===== src/rtl/filter_pkg.sv =====
// Shared definitions for the filter block: command codes, scheduler state
// encoding and default command width.
package filter_pkg;

  localparam int CMD_WIDTH = 16;

  localparam logic [15:0] CMD_A010       = 16'hA010;
  localparam logic [15:0] CMD_A020       = 16'hA020;
  localparam logic [15:0] CMD_A030       = 16'hA030;
  localparam logic [15:0] CMD_HIST_STATS = 16'hA040;
  localparam logic [15:0] CMD_HIST_EQ    = 16'hA050;
  localparam logic [15:0] CMD_A060       = 16'hA060;

  typedef enum logic [1:0] {
    ST_IDLE     = 2'd0,
    ST_WAIT_RAM = 2'd1,
    ST_RUN      = 2'd2
  } filter_state_e;

  function automatic logic isValidCmd(input logic [15:0] code);
    return code inside {CMD_A010, CMD_A020, CMD_A030,
                        CMD_HIST_STATS, CMD_HIST_EQ, CMD_A060};
  endfunction

endpackage


===== src/rtl/filter_cmd_fifo.sv =====
// Synchronous show-ahead command queue with full/empty flags and a flush.
// DEPTH must be a power of two; pointers carry one extra wrap bit.
module filter_cmd_fifo #(
  parameter int DEPTH = 4,
  parameter int WIDTH = 16
) (
  input  logic             clk,
  input  logic             rst,
  input  logic             i_flush,
  input  logic             i_push,
  input  logic [WIDTH-1:0] i_data,
  input  logic             i_pop,
  output logic [WIDTH-1:0] o_data,
  output logic             o_full,
  output logic             o_empty
);

  localparam int AW = $clog2(DEPTH);

  logic [WIDTH-1:0] r_mem [DEPTH];
  logic [AW:0]      r_wrPtr;
  logic [AW:0]      r_rdPtr;
  logic             w_doPush;
  logic             w_doPop;

  assign o_empty  = (r_wrPtr == r_rdPtr);
  assign o_full   = (r_wrPtr[AW] != r_rdPtr[AW]) &&
                    (r_wrPtr[AW-1:0] == r_rdPtr[AW-1:0]);
  // A full queue refuses pushes even when a pop frees a slot this cycle.
  assign w_doPush = i_push && !o_full;
  assign w_doPop  = i_pop && !o_empty;
  assign o_data   = r_mem[r_rdPtr[AW-1:0]];

  always_ff @(posedge clk) begin
    if (rst || i_flush) begin
      r_wrPtr <= '0;
      r_rdPtr <= '0;
    end else begin
      if (w_doPush) r_wrPtr <= r_wrPtr + (AW+1)'(1);
      if (w_doPop)  r_rdPtr <= r_rdPtr + (AW+1)'(1);
    end
  end

  always_ff @(posedge clk) begin
    if (w_doPush) r_mem[r_wrPtr[AW-1:0]] <= i_data;
  end

endmodule


===== src/rtl/filter_cmd_scheduler.sv =====
// Queues filter commands and issues them one at a time once image RAM is granted,
// inserting a histogram statistics pass ahead of equalization when needed.
// Optional code validation is enabled with the FILTER_CMD_VALIDATE_EN macro.
module filter_cmd_scheduler #(
  parameter int FIFO_DEPTH = 4,
  parameter int CMD_WIDTH  = filter_pkg::CMD_WIDTH
) (
  input  logic                 clk,
  input  logic                 rst,
  input  logic                 cmd_valid,
  input  logic [CMD_WIDTH-1:0] cmd_data,
  output logic                 cmd_ready,
  input  logic                 abort,
  input  logic                 is_image_RAM_available,
  input  logic                 filter_done,
  output logic [CMD_WIDTH-1:0] command,
  output logic                 stop,
  output logic                 busy,
  output logic                 error,
  output logic [7:0]           cmds_done
);

  import filter_pkg::*;

  filter_state_e        r_state;
  filter_state_e        w_nextState;
  logic [CMD_WIDTH-1:0] r_curCmd;
  logic                 r_histValid;
  logic                 r_autoStats;
  logic [7:0]           r_cmdsDone;
  logic                 w_full;
  logic                 w_empty;
  logic                 w_push;
  logic                 w_pop;
  logic                 w_headValid;
  logic                 w_needStats;
  logic                 w_passDone;
  logic [CMD_WIDTH-1:0] w_head;
  logic [CMD_WIDTH-1:0] w_issued;

  assign cmd_ready   = !w_full && !abort && !rst;
  assign w_push      = cmd_valid && cmd_ready;
  assign w_pop       = (r_state == ST_IDLE) && !w_empty && !abort;
  assign w_needStats = (r_curCmd == CMD_WIDTH'(CMD_HIST_EQ)) && !r_histValid;
  assign w_passDone  = (r_state == ST_RUN) && filter_done && !abort;
  assign w_issued    = r_autoStats ? CMD_WIDTH'(CMD_HIST_STATS) : r_curCmd;
  assign cmds_done   = r_cmdsDone;

`ifdef FILTER_CMD_VALIDATE_EN
  logic r_error;
  assign w_headValid = isValidCmd(16'(w_head));
  assign error       = r_error;

  // Invalid codes are dropped at pop time and latch the sticky error flag.
  always_ff @(posedge clk) begin
    if (rst || abort)
      r_error <= 1'b0;
    else if (w_pop && !w_headValid)
      r_error <= 1'b1;
  end
`else
  assign w_headValid = 1'b1;
  assign error       = 1'b0;
`endif

  filter_cmd_fifo #(
    .DEPTH (FIFO_DEPTH),
    .WIDTH (CMD_WIDTH)
  ) u_fifo (
    .clk     (clk),
    .rst     (rst),
    .i_flush (abort),
    .i_push  (w_push),
    .i_data  (cmd_data),
    .i_pop   (w_pop),
    .o_data  (w_head),
    .o_full  (w_full),
    .o_empty (w_empty)
  );

  always_ff @(posedge clk) begin
    if (rst) r_state <= ST_IDLE;
    else     r_state <= w_nextState;
  end

  always_comb begin
    w_nextState = r_state;
    if (abort) begin
      w_nextState = ST_IDLE;
    end else begin
      case (r_state)
        ST_IDLE:     if (!w_empty && w_headValid) w_nextState = ST_WAIT_RAM;
        ST_WAIT_RAM: if (is_image_RAM_available) w_nextState = ST_RUN;
        ST_RUN:      if (filter_done) w_nextState = r_autoStats ? ST_WAIT_RAM : ST_IDLE;
        default:     w_nextState = ST_IDLE;
      endcase
    end
  end

  always_comb begin
    command = '0;
    stop    = 1'b1;
    busy    = (r_state != ST_IDLE) || !w_empty;
    if (r_state == ST_RUN) begin
      command = w_issued;
      stop    = 1'b0;
    end
  end

  // The stats-insertion decision is frozen when the pass starts; an inserted
  // pass finishing leaves the user command pending and uncounted.
  always_ff @(posedge clk) begin
    if (rst) begin
      r_curCmd    <= '0;
      r_histValid <= 1'b0;
      r_autoStats <= 1'b0;
      r_cmdsDone  <= 8'd0;
    end else if (abort) begin
      r_autoStats <= 1'b0;
    end else begin
      if (w_pop && w_headValid)
        r_curCmd <= w_head;
      if ((r_state == ST_WAIT_RAM) && is_image_RAM_available)
        r_autoStats <= w_needStats;
      if (w_passDone) begin
        r_histValid <= (w_issued == CMD_WIDTH'(CMD_HIST_STATS));
        if (!r_autoStats)
          r_cmdsDone <= r_cmdsDone + 8'd1;
      end
    end
  end

endmodule


===== config.mk =====
export PLATFORM = sky130hd
export DESIGN_NAME = filter_cmd_scheduler
export DESIGN_NICKNAME = d
export VERILOG_FILES = /design/src/rtl/filter_pkg.sv /design/src/rtl/filter_cmd_fifo.sv /design/src/rtl/filter_cmd_scheduler.sv
export SDC_FILE = /design/constraint.sdc
export NUM_CORES = 1
export LEC_CHECK = 0
export CAP_MARGIN = 20
export CORE_MARGIN = 2
export CORE_UTILIZATION = 50
export DETAILED_ROUTE_END_ITERATION = 7
export PLACE_DENSITY = 0.75
export SLEW_MARGIN = 10
export SYNTH_ARGS = -nofsm -noshare
export SYNTH_HDL_FRONTEND = slang
export SYNTH_HIERARCHICAL = 1
export SYNTH_SLANG_ARGS = --single-unit

===== constraint.sdc =====
create_clock -name clk -period 2.7 [get_ports clk]
set_input_delay 0.54 -clock clk [delete_from_list [all_inputs] [get_ports clk]]
set_output_delay 0.54 -clock clk [all_outputs]
set_load 0.02 [all_outputs]

=== Word-level counts from Yosys, hierarchy flattened ===
Memories as Yosys holds them, arrays and structs flattened. A register that Yosys moved wholly into a read port is not among the register bits.
Index checks and enable logic that the tools add are counted.

* Register bits: 18
* RAM bits: 64
* Input port bits: 22
* Output and inout port bits: 28
* Logic and storage cells: 58
* Memories kept: 1

* $add $sub $neg: 3
* Eq/ne operators: 10
* Mux-type cells: 10
* Bitwise logic cells: 2
* Reduce and logical (&&, ||, !) cells: 26

{| class="wikitable"
|+ Memory list
! memory !! words !! width !! read ports !! clocked after memory_dff !! wr ports !! RTL line !! source
|-
| u_fifo.r_mem || 4 || 16 || 1 || 1 || 1 || filter_cmd_fifo.sv:20 || <nowiki>logic [WIDTH-1:0] r_mem [DEPTH];</nowiki>
|}

{| class="wikitable"
|+ Operators with widths
! kind !! number
|-
| $eq A16 B16 Y1 const B || 2
|-
| $mux W16 || 2
|-
| $logic_and A1 B1 Y1 || 12
|-
| $add A8 B1 Y8 const B || 1
|-
| $add A3 B1 Y3 const B || 2
|-
| $mux W2 || 3
|-
| $ne A2 B2 Y1 const B || 3
|-
| $pmux W2 S3 || 1
|-
| $reduce_and A3 Y1 || 2
|-
| $logic_not A1 Y1 || 5
|-
| $mux W1 || 4
|-
| $reduce_and A2 Y1 || 2
|-
| $eq A3 B3 Y1 || 1
|-
| $eq A2 B1 Y1 const B || 1
|-
| $eq A2 B2 Y1 || 1
|-
| $eq A2 B2 Y1 const B || 1
|-
| $logic_not A2 Y1 || 1
|-
| $logic_or A1 B1 Y1 || 2
|-
| $not A1 Y1 || 2
|-
| $reduce_bool A2 Y1 || 1
|-
| $reduce_or A2 Y1 || 1
|-
| $ne A1 B1 Y1 || 1
|}

=== Longest topological paths before layout ===
Gate-level depths: netlist of the first run.

* Word-level depth: 9
* Mapped depth: 11
* Gate-level depth less buffers: 8

=== Hierarchy ===
Netlist of the first run, hierarchy kept.

{| class="wikitable"
|+ By module, submodules not included
! module !! instances !! cells each !! area each (um2) !! sequential area each (um2)
|-
| filter_cmd_fifo || 1 || 152 || 2,880.3 || 2,082.0
|-
| filter_cmd_scheduler || 1 || 170 || 1,338.8 || 560.5
|}

=== Worst setup path before layout of the first run ===
Ideal clock, no wire load.

* Path type: reg-to-reg
* Start point: reg u_fifo.r_wrPtr[0]
* End point: mem u_fifo.r_mem[3][0], enable pin
* Library setup time: 0.399 ns
* Arrival: 2.686 ns
* Data required time: 2.301 ns
* Setup slack: -0.384 ns
* Cell stages (with the launch flop): 8
* Buffers on the path: 0
* Period minus slack after synthesis: 3.084 ns
* Cell sequence: dfxtp_1 > xnor2_1 > nand2_1 > nor2_1 > nor3_1 > and2_1 > nand2_1 > a31oi_1

* Cells in the longest elaborated chain, start to end: 9

{| class="wikitable"
|+ RTL lines
! element !! RTL line !! source
|-
| start, declared || filter_cmd_fifo.sv:21 || <nowiki>logic [AW:0] r_wrPtr;</nowiki>
|-
| start signal, assigned || filter_cmd_fifo.sv:39 || <nowiki>if (w_doPush) r_wrPtr <= r_wrPtr + (AW+1)'(1);</nowiki>
|-
| $eq A2 B2 Y1 || filter_cmd_fifo.sv:28 || <nowiki>(r_wrPtr[AW-1:0] == r_rdPtr[AW-1:0]);</nowiki>
|-
| $logic_and A1 B1 Y1 || filter_cmd_fifo.sv:27 || <nowiki>assign o_full = (r_wrPtr[AW] != r_rdPtr[AW]) &&</nowiki>
|-
| named net w_full || filter_cmd_scheduler.sv:31 || <nowiki>logic w_full;</nowiki>
|-
| $logic_not A1 Y1 || filter_cmd_scheduler.sv:41 || <nowiki>assign cmd_ready = !w_full && !abort && !rst;</nowiki>
|-
| $logic_and A1 B1 Y1 (2 in a row) || filter_cmd_scheduler.sv:41 ||
|-
| named net cmd_ready || filter_cmd_scheduler.sv:12 || <nowiki>output logic cmd_ready,</nowiki>
|-
| $logic_and A1 B1 Y1 || filter_cmd_scheduler.sv:42 || <nowiki>assign w_push = cmd_valid && cmd_ready;</nowiki>
|-
| named net w_push || filter_cmd_scheduler.sv:33 || <nowiki>logic w_push;</nowiki>
|-
| $logic_and A1 B1 Y1 || filter_cmd_fifo.sv:30 || <nowiki>assign w_doPush = i_push && !o_full;</nowiki>
|-
| $mux W1 || filter_cmd_fifo.sv:45 || <nowiki>if (w_doPush) r_mem[r_wrPtr[AW-1:0]] <= i_data;</nowiki>
|-
| $mux W1 (not written as such) || filter_cmd_fifo.sv:45 ||
|-
| end, declared || filter_cmd_fifo.sv:20 ||
|}

The timed path passes the listed nets, and every way through them passes these cells.

=== Worst setup path after layout of the first run ===
* Start point: reg r_state[0]
* End point: out command[5]

* Cells in the longest elaborated chain, start to end: 2

{| class="wikitable"
|+ RTL lines
! element !! RTL line !! source
|-
| start, declared || filter_cmd_scheduler.sv:25 || <nowiki>filter_state_e r_state;</nowiki>
|-
| start signal, assigned || filter_cmd_scheduler.sv:83 || <nowiki>else r_state <= w_nextState;</nowiki>
|-
| $eq A2 B2 Y1 || filter_cmd_scheduler.sv:104 || <nowiki>if (r_state == ST_RUN) begin</nowiki>
|-
| $mux W16 || filter_cmd_scheduler.sv:104 ||
|-
| end, declared || filter_cmd_scheduler.sv:16 || <nowiki>output logic [CMD_WIDTH-1:0] command,</nowiki>
|}

No other way between the ends.

==> qor.csv, run 1 <==
metric,value,unit
status,completed,
DR vias,2800,
reg2reg start,u_fifo/r_wrPtr[0]$_SDFFE_PP0P_,
Post-Syn Instances,322,
die height,95.86,um
Total GRT Usage,18.90,%
core area,0.008217,mm2
H-Tree Depth,3,
dpl hpwl,5444,um
Synth area leader,edfxtp_1,
Post-synth EDFFs,64,
CTS root buf,clkbuf_8,
hold path cells,2,
Max Root-Sink Buffers,2,
drt initial violations,174,
Routed Antenna Nets,0,
num rows,33,
Sequential cell area,0.002645,mm2
first-pass GRT wire length,13080,um
area grow syn2layout,21.68,%
Synth Cell Area,0.004219,mm2
placed cell area,0.004897,mm2
CTS Hold Bufs,0,
"setup slack, reg-to-reg",450,ps
DR vias/cell,5.657,
#FFs+latches synth,100,
DRC,0,
"count leader, synth",edfxtp_1,
"slowest stage cell, crit path",clkdlybuf4s50_1,
RR Endpoint,u_fifo/r_mem[3][15]$_DFFE_PP_,
"Design Area, Final",0.005134,mm2
Clock Skew,9.786,ps
delay of the slowest critical-path stage,620,ps
crit path max fanout,9,
"CTS clk-pin slew, worst paths",100,ps
VDD IR max,0.0003051,V
slew margin rel.,46.47,%
die area,0.009189,mm2
max-cap violations,0,
Max Slew Vio Count,0,
# setup viols final,0,
register area share after synthesis,62.63,%
crit path DAT,2010,ps
commonest cells in the synthesized netlist,"64 x edfxtp_1, 39 x nand2_1, 36 x dfxtp_1, 28 x a21oi_1, 19 x and2_1",
Worst EP required,2160,ps
hold_sp,r_curCmd[1]$_SDFFE_PP0P_,
worst min-delay path category,reg2reg,
Worst Tran Pin Value,801.8,ps
Starting Density,51.35,%
Synth cell types,44,
mean routed wirelength per cell,16.47,um
CTS tree,done,
nets,413,
Fillers,635,
gr ovfl total,0,
Post-synth top flop,edfxtp_1,
pwr dens,543.9,mW/mm2
WHS Endpoint,r_curCmd[1]$_SDFFE_PP0P_,
RSZ-0062 raised after global routing,false,
CP endpoint kind,output pin,
Initial DRT Pass Iterations,4,
Yosys top cell area share,45.55,%
R2R cell count,8,
ANT cells,0,
fin util,62.48,%
Multi-input gate area,0.001469,mm2
clock sink count,100,
"Avg Cell Area, Syn",13.10,um2
I/O Buffers,48,
Final Cycle Share,94.50,%
final WL,8154,um
CTS Buf Count,9,
clk_lat worst skew,350,ps
Setup CP Type,reg2out,
final-report hold violation count,0,
fraction of layout cells with a size suffix above 1,15.13,%
Worst Path Buf+Inv,2,
post-route minimum period,2551,ps
nature of the critical path startpoint,register,
f_max,391.9,MHz
Post-synth ARST share,0,%
Final GP Congestion,0.8801,
Ports,50,
"critical path, cell by cell",nand2b_1 -> nor2_1 -> buf_4 -> and2_1 -> clkdlybuf4s50_1,
top post-synthesis cells by area,"edfxtp_1 46%, dfxtp_1 17%, mux4_2 8.5%, nand2_1 3.5%, a21oi_1 3.3%",
largest net degree at the start of global routing,33,
CP top delay family,buffers and inverters,
Syn Nets,350,
vias in the first global route,2596,
Leak Pwr,1.682,nW
die width,95.86,um
Syn. warnings,6,
initial antenna violation count,0,
through the flow:
| step | hold WS (ps) | TNS (ps) | power (W) | worst slack (ps) | cells |
|---|---|---|---|---|---|
| floorplan | 444.4 | -1639 | 0.001715 | -34.14 | 322 |
| global placement | 454.7 | 0 | 0.001771 | 330.3 | 479 |
| detailed placement | 462.7 | 0 | 0.001774 | 261.9 | 479 |
| CTS | 476.6 | 0 | 0.002821 | 11.13 | 495 |
| global route | 503.1 | 0 | 0.002901 | 1.226 | 495 |
| finish | 474.6 | 0 | 0.002792 | 148.6 | 495 |
state kept, by name, summed over array words and instances (netlist names), named ones only:
register        flops
u_fifo/r_wrPtr      3
cmds_done           8
u_fifo/r_mem       64
r_curCmd           16
r_histValid         1
r_state             2
u_fifo/r_rdPtr      3
r_autoStats         1
per-layer routing:
layer	vias up	GRT usage, %	wire, um
met5	-	0	0
met4	0	6.429	55
met3	4	2.976	349
met2	64	30.36	3909
met1	1391	26.47	3839
li1	1341	-	-
layout by cell type, fill, tap and decap left out, drive strengths merged, types with 2 or more instances in the layout:
cell type,netlist,layout
a31oi,5,5
or4,6,6
nand2,39,39
xor2,3,3
nor2b,2,2
clkinv,1,3
nor4b,5,5
nor2,12,12
bufinv,0,2
ha,6,6
and3,3,3
a21oi,28,28
clkdlybuf4s50,0,47
nand3,6,6
or3,3,3
mux4,16,16
edfxtp,64,64
nand4,6,6
buf,9,20
o211ai,5,5
clkbuf,7,9
a211o,2,2
inv,4,6
and2,19,19
xnor2,3,3
dfxtp,36,36
nor4,2,2
o31ai,4,4
nand2b,4,4
o21ai,8,8
nand3b,2,2
what timing repair did:
item                       CTS  global route
buffers inserted             0             0
gates resized for setup      0             3
setup endpoints to repair    0             2
logic make-up (layout without fill, tap and decap cells):
family	Yosys count	count (layout)	synth area share (%)
AND/OR/NAND/NOR	115	115	14.68
flip-flops	100	100	62.63
AO/OA/AOI/OAI	55	55	7.622
buffers and inverters	21	89	2.906
multiplexers	18	18	9.045
adder cells (fa/ha/maj)	6	6	1.779
XOR/XNOR	6	6	1.246
other	1	1	0.08888
final cells by class:
type / count / share of cell area (%)
sequential: 100 / 51.52
inverter: 5 / 0.4631
tap: 105 / 2.559
timing repair buffer: 68 / 12.33
clock inverter: 7 / 2.096
multi-input combinational: 201 / 28.61
clock buffer: 9 / 2.413
report_power, final:
| part | total [W] | switching, W | internal, W | leakage (nW) |
|---|---|---|---|---|
| clock | 0.00105 | 0.000516 | 0.000538 | 0.113 |
| sequential | 0.00164 | 0.00000522 | 0.00163 | 0.869 |
| combinational | 0.0000990 | 0.0000496 | 0.0000494 | 0.699 |
worst max path at each step:
stage | start | to | slack, ps | cells after the start
floorplan | u_fifo/r_wrPtr[0]$_SDFFE_PP0P_ | u_fifo/r_mem[0][0]$_DFFE_PP_ | -30 | 7
global placement | abort | u_fifo/r_mem[3][9]$_DFFE_PP_ | 330 | 6
detailed placement | abort | u_fifo/r_rdPtr[0]$_SDFFE_PP0P_ | 260 | 7
CTS | u_fifo/r_wrPtr[0]$_SDFFE_PP0P_ | cmd_ready | 10 | 5
global route | u_fifo/r_wrPtr[0]$_SDFFE_PP0P_ | busy | 1 | 5
finish | r_state[0]$_SDFFE_PP0P_ | command[5] | 150 | 5
tightest hold or removal path: stages, from the launching register on:
cell and delay [ps]:
dfxtp_1 330, nand2_1 60, a21oi_1 50
Power figures use the tool's default switching activity.
==> run 2, diff against run 1 <==
--- a/config.mk
+++ b/config.mk
@@ -10,6 +10,7 @@
 export CORE_UTILIZATION = 50
 export DETAILED_ROUTE_END_ITERATION = 7
 export PLACE_DENSITY = 0.75
+export RECOVER_POWER = 100
 export SLEW_MARGIN = 10
 export SYNTH_ARGS = -nofsm -noshare
 export SYNTH_HDL_FRONTEND = slang
==> run 2 against run 1 <==
Sequential share of layout area up 0.15 points; sequential power about the same; via count decreased by 1.3%; global-route usage stayed put; core utilization shrank 0.18 points; worst setup slack worse by 29 ps; count of clock-buffer cells in the layout is the same; combinational power is 6.5% lower; final cell count did not move; clock skew rose by 1.6 ps; clock power barely moved; sequential cell count is the same; largest cell class unchanged.
==> qor.csv, run 2 (synthesis gave the netlist of run 1 again) <==
metric,value,unit
status,completed,
DRC,0,
Ports,50,
fraction of layout cells with a size suffix above 1,14.87,%
gr ovfl total,0,
RSZ-0062 raised after global routing,false,
Setup CP Type,reg2out,
"critical path, cell by cell",nand2b_1 -> nor2_1 -> buf_4 -> and2_0 -> clkdlybuf4s50_1,
CTS Hold Bufs,0,
Multi-input gate area,0.001469,mm2
"most common cell after layout, fill and taps aside",edfxtp_1,
Routed Antenna Nets,0,
delay of the slowest critical-path stage,620,ps
CP top delay family,buffers and inverters,
clock sink count,100,
worst min-delay path category,reg2reg,
f_max,387.5,MHz
die width,95.86,um
Worst Tran Pin Value,1429,ps
max reg flops,64,
Max Root-Sink Buffers,2,
final WL,8114,um
Fillers,639,
die height,95.86,um
nets,413,
Placed Cells,479,
Total GRT Usage,18.90,%
most frequent cells in the layout,"64 x edfxtp_1, 39 x nand2_1, 34 x dfxtp_1",
CP endpoint kind,output pin,
CTS tree,done,
Initial DRT Pass Iterations,5,
"CTS clk-pin slew, worst paths",100,ps
pwr dens,545.4,mW/mm2
Final GP Congestion,0.8801,
I/O Buffers,48,
final std cells w/o fill,495,
H-Tree Depth,3,
initial antenna violation count,0,
clk_lat worst skew,350,ps
Sequential cell area,0.002645,mm2
die area,0.009189,mm2
num rows,33,
Starting Density,51.35,%
Worst EP required,2160,ps
Max Slew Vio Count,0,
DR vias/cell,5.586,
drt initial violations,186,
# setup viols final,0,
setup TNS,0,ps
"slowest stage cell, crit path",clkdlybuf4s50_1,
crit path DAT,2040,ps
nature of the critical path startpoint,register,
area grow syn2layout,21.32,%
DR vias,2765,
VDD IR max,0.0003036,V
slew margin rel.,4.760,%
Leak Pwr,1.694,nW
fin util,62.30,%
max-cap violations,0,
WHS,475.7,ps
first-pass GRT wire length,13080,um
vias in the first global route,2596,
crit path max fanout,9,
CTS root buf,clkbuf_8,
final-report hold violation count,0,
largest net degree at the start of global routing,33,
core area,0.008217,mm2
Worst Path Buf+Inv,2,
mean routed wirelength per cell,16.39,um
post-route minimum period,2580,ps
Clock Skew,11.35,ps
Final Cycle Share,95.57,%
dpl hpwl,5444,um
ANT cells,0,
CTS Buf Count,9,
==> run 2: final timing paths <==
path                                       start                             to  slack [ps]  cells past startpoint
setup / recovery         r_state[0]$_SDFFE_PP0P_                     command[5]         120                      5
hold / removal          r_curCmd[1]$_SDFFE_PP0P_       r_curCmd[1]$_SDFFE_PP0P_         480                      2
setup reg to reg  u_fifo/r_wrPtr[0]$_SDFFE_PP0P_  u_fifo/r_mem[1][15]$_DFFE_PP_         290                      8
hold reg to reg         r_curCmd[1]$_SDFFE_PP0P_       r_curCmd[1]$_SDFFE_PP0P_         480                      2
==> run 2: layout make-up <==
class                      count  area share, %
multi-input combinational    201          28.70
clock inverter                 7          2.102
tap                          105          2.567
sequential                   100          51.67
clock buffer                   9          2.420
timing repair buffer          68          12.08
inverter                       5         0.4644
==> run 2: tightest hold or removal path: stages (launching register included) <==
cell	delay, ps
dfxtp_1	330
nand2_1	60
a21oi_1	50
==> run 2: what timing repair did <==
action	in CTS	in global routing
setup buffers	0	0
resized for setup	0	3
endpoints found under the setup margin	0	2
hold endpoints to repair	0	0
==> run 2: where the power goes <==
group          switching [W]  leakage (nW)  internal [W]  total [W]
registers         0.00000521         0.869       0.00163    0.00164
logic              0.0000498         0.712     0.0000427  0.0000926
clock network       0.000521         0.113      0.000538    0.00106
==> run 2: per-layer routing <==
layer,GRT usage (%),part of all wire (%),vias up
met1,26.47,47,1350
met4,6.429,0.94,0
met2,30.36,48,71
met5,0,0,-
met3,2.976,4.6,6
li1,-,-,1338
==> run 2: metrics by stage <==
| step | worst slack [ps] | total power, W | area [um2] |
|---|---|---|---|
| final | 119.6 | 0.002791 | 5119 |
| after global routing | 1.226 | 0.002894 | 5119 |
| after CTS | 11.13 | 0.002821 | 5129 |
| after detailed placement | 261.9 | 0.001774 | 4897 |
| after global placement | 330.3 | 0.001771 | 4897 |
| after floorplan | -34.14 | 0.001715 | 4234 |
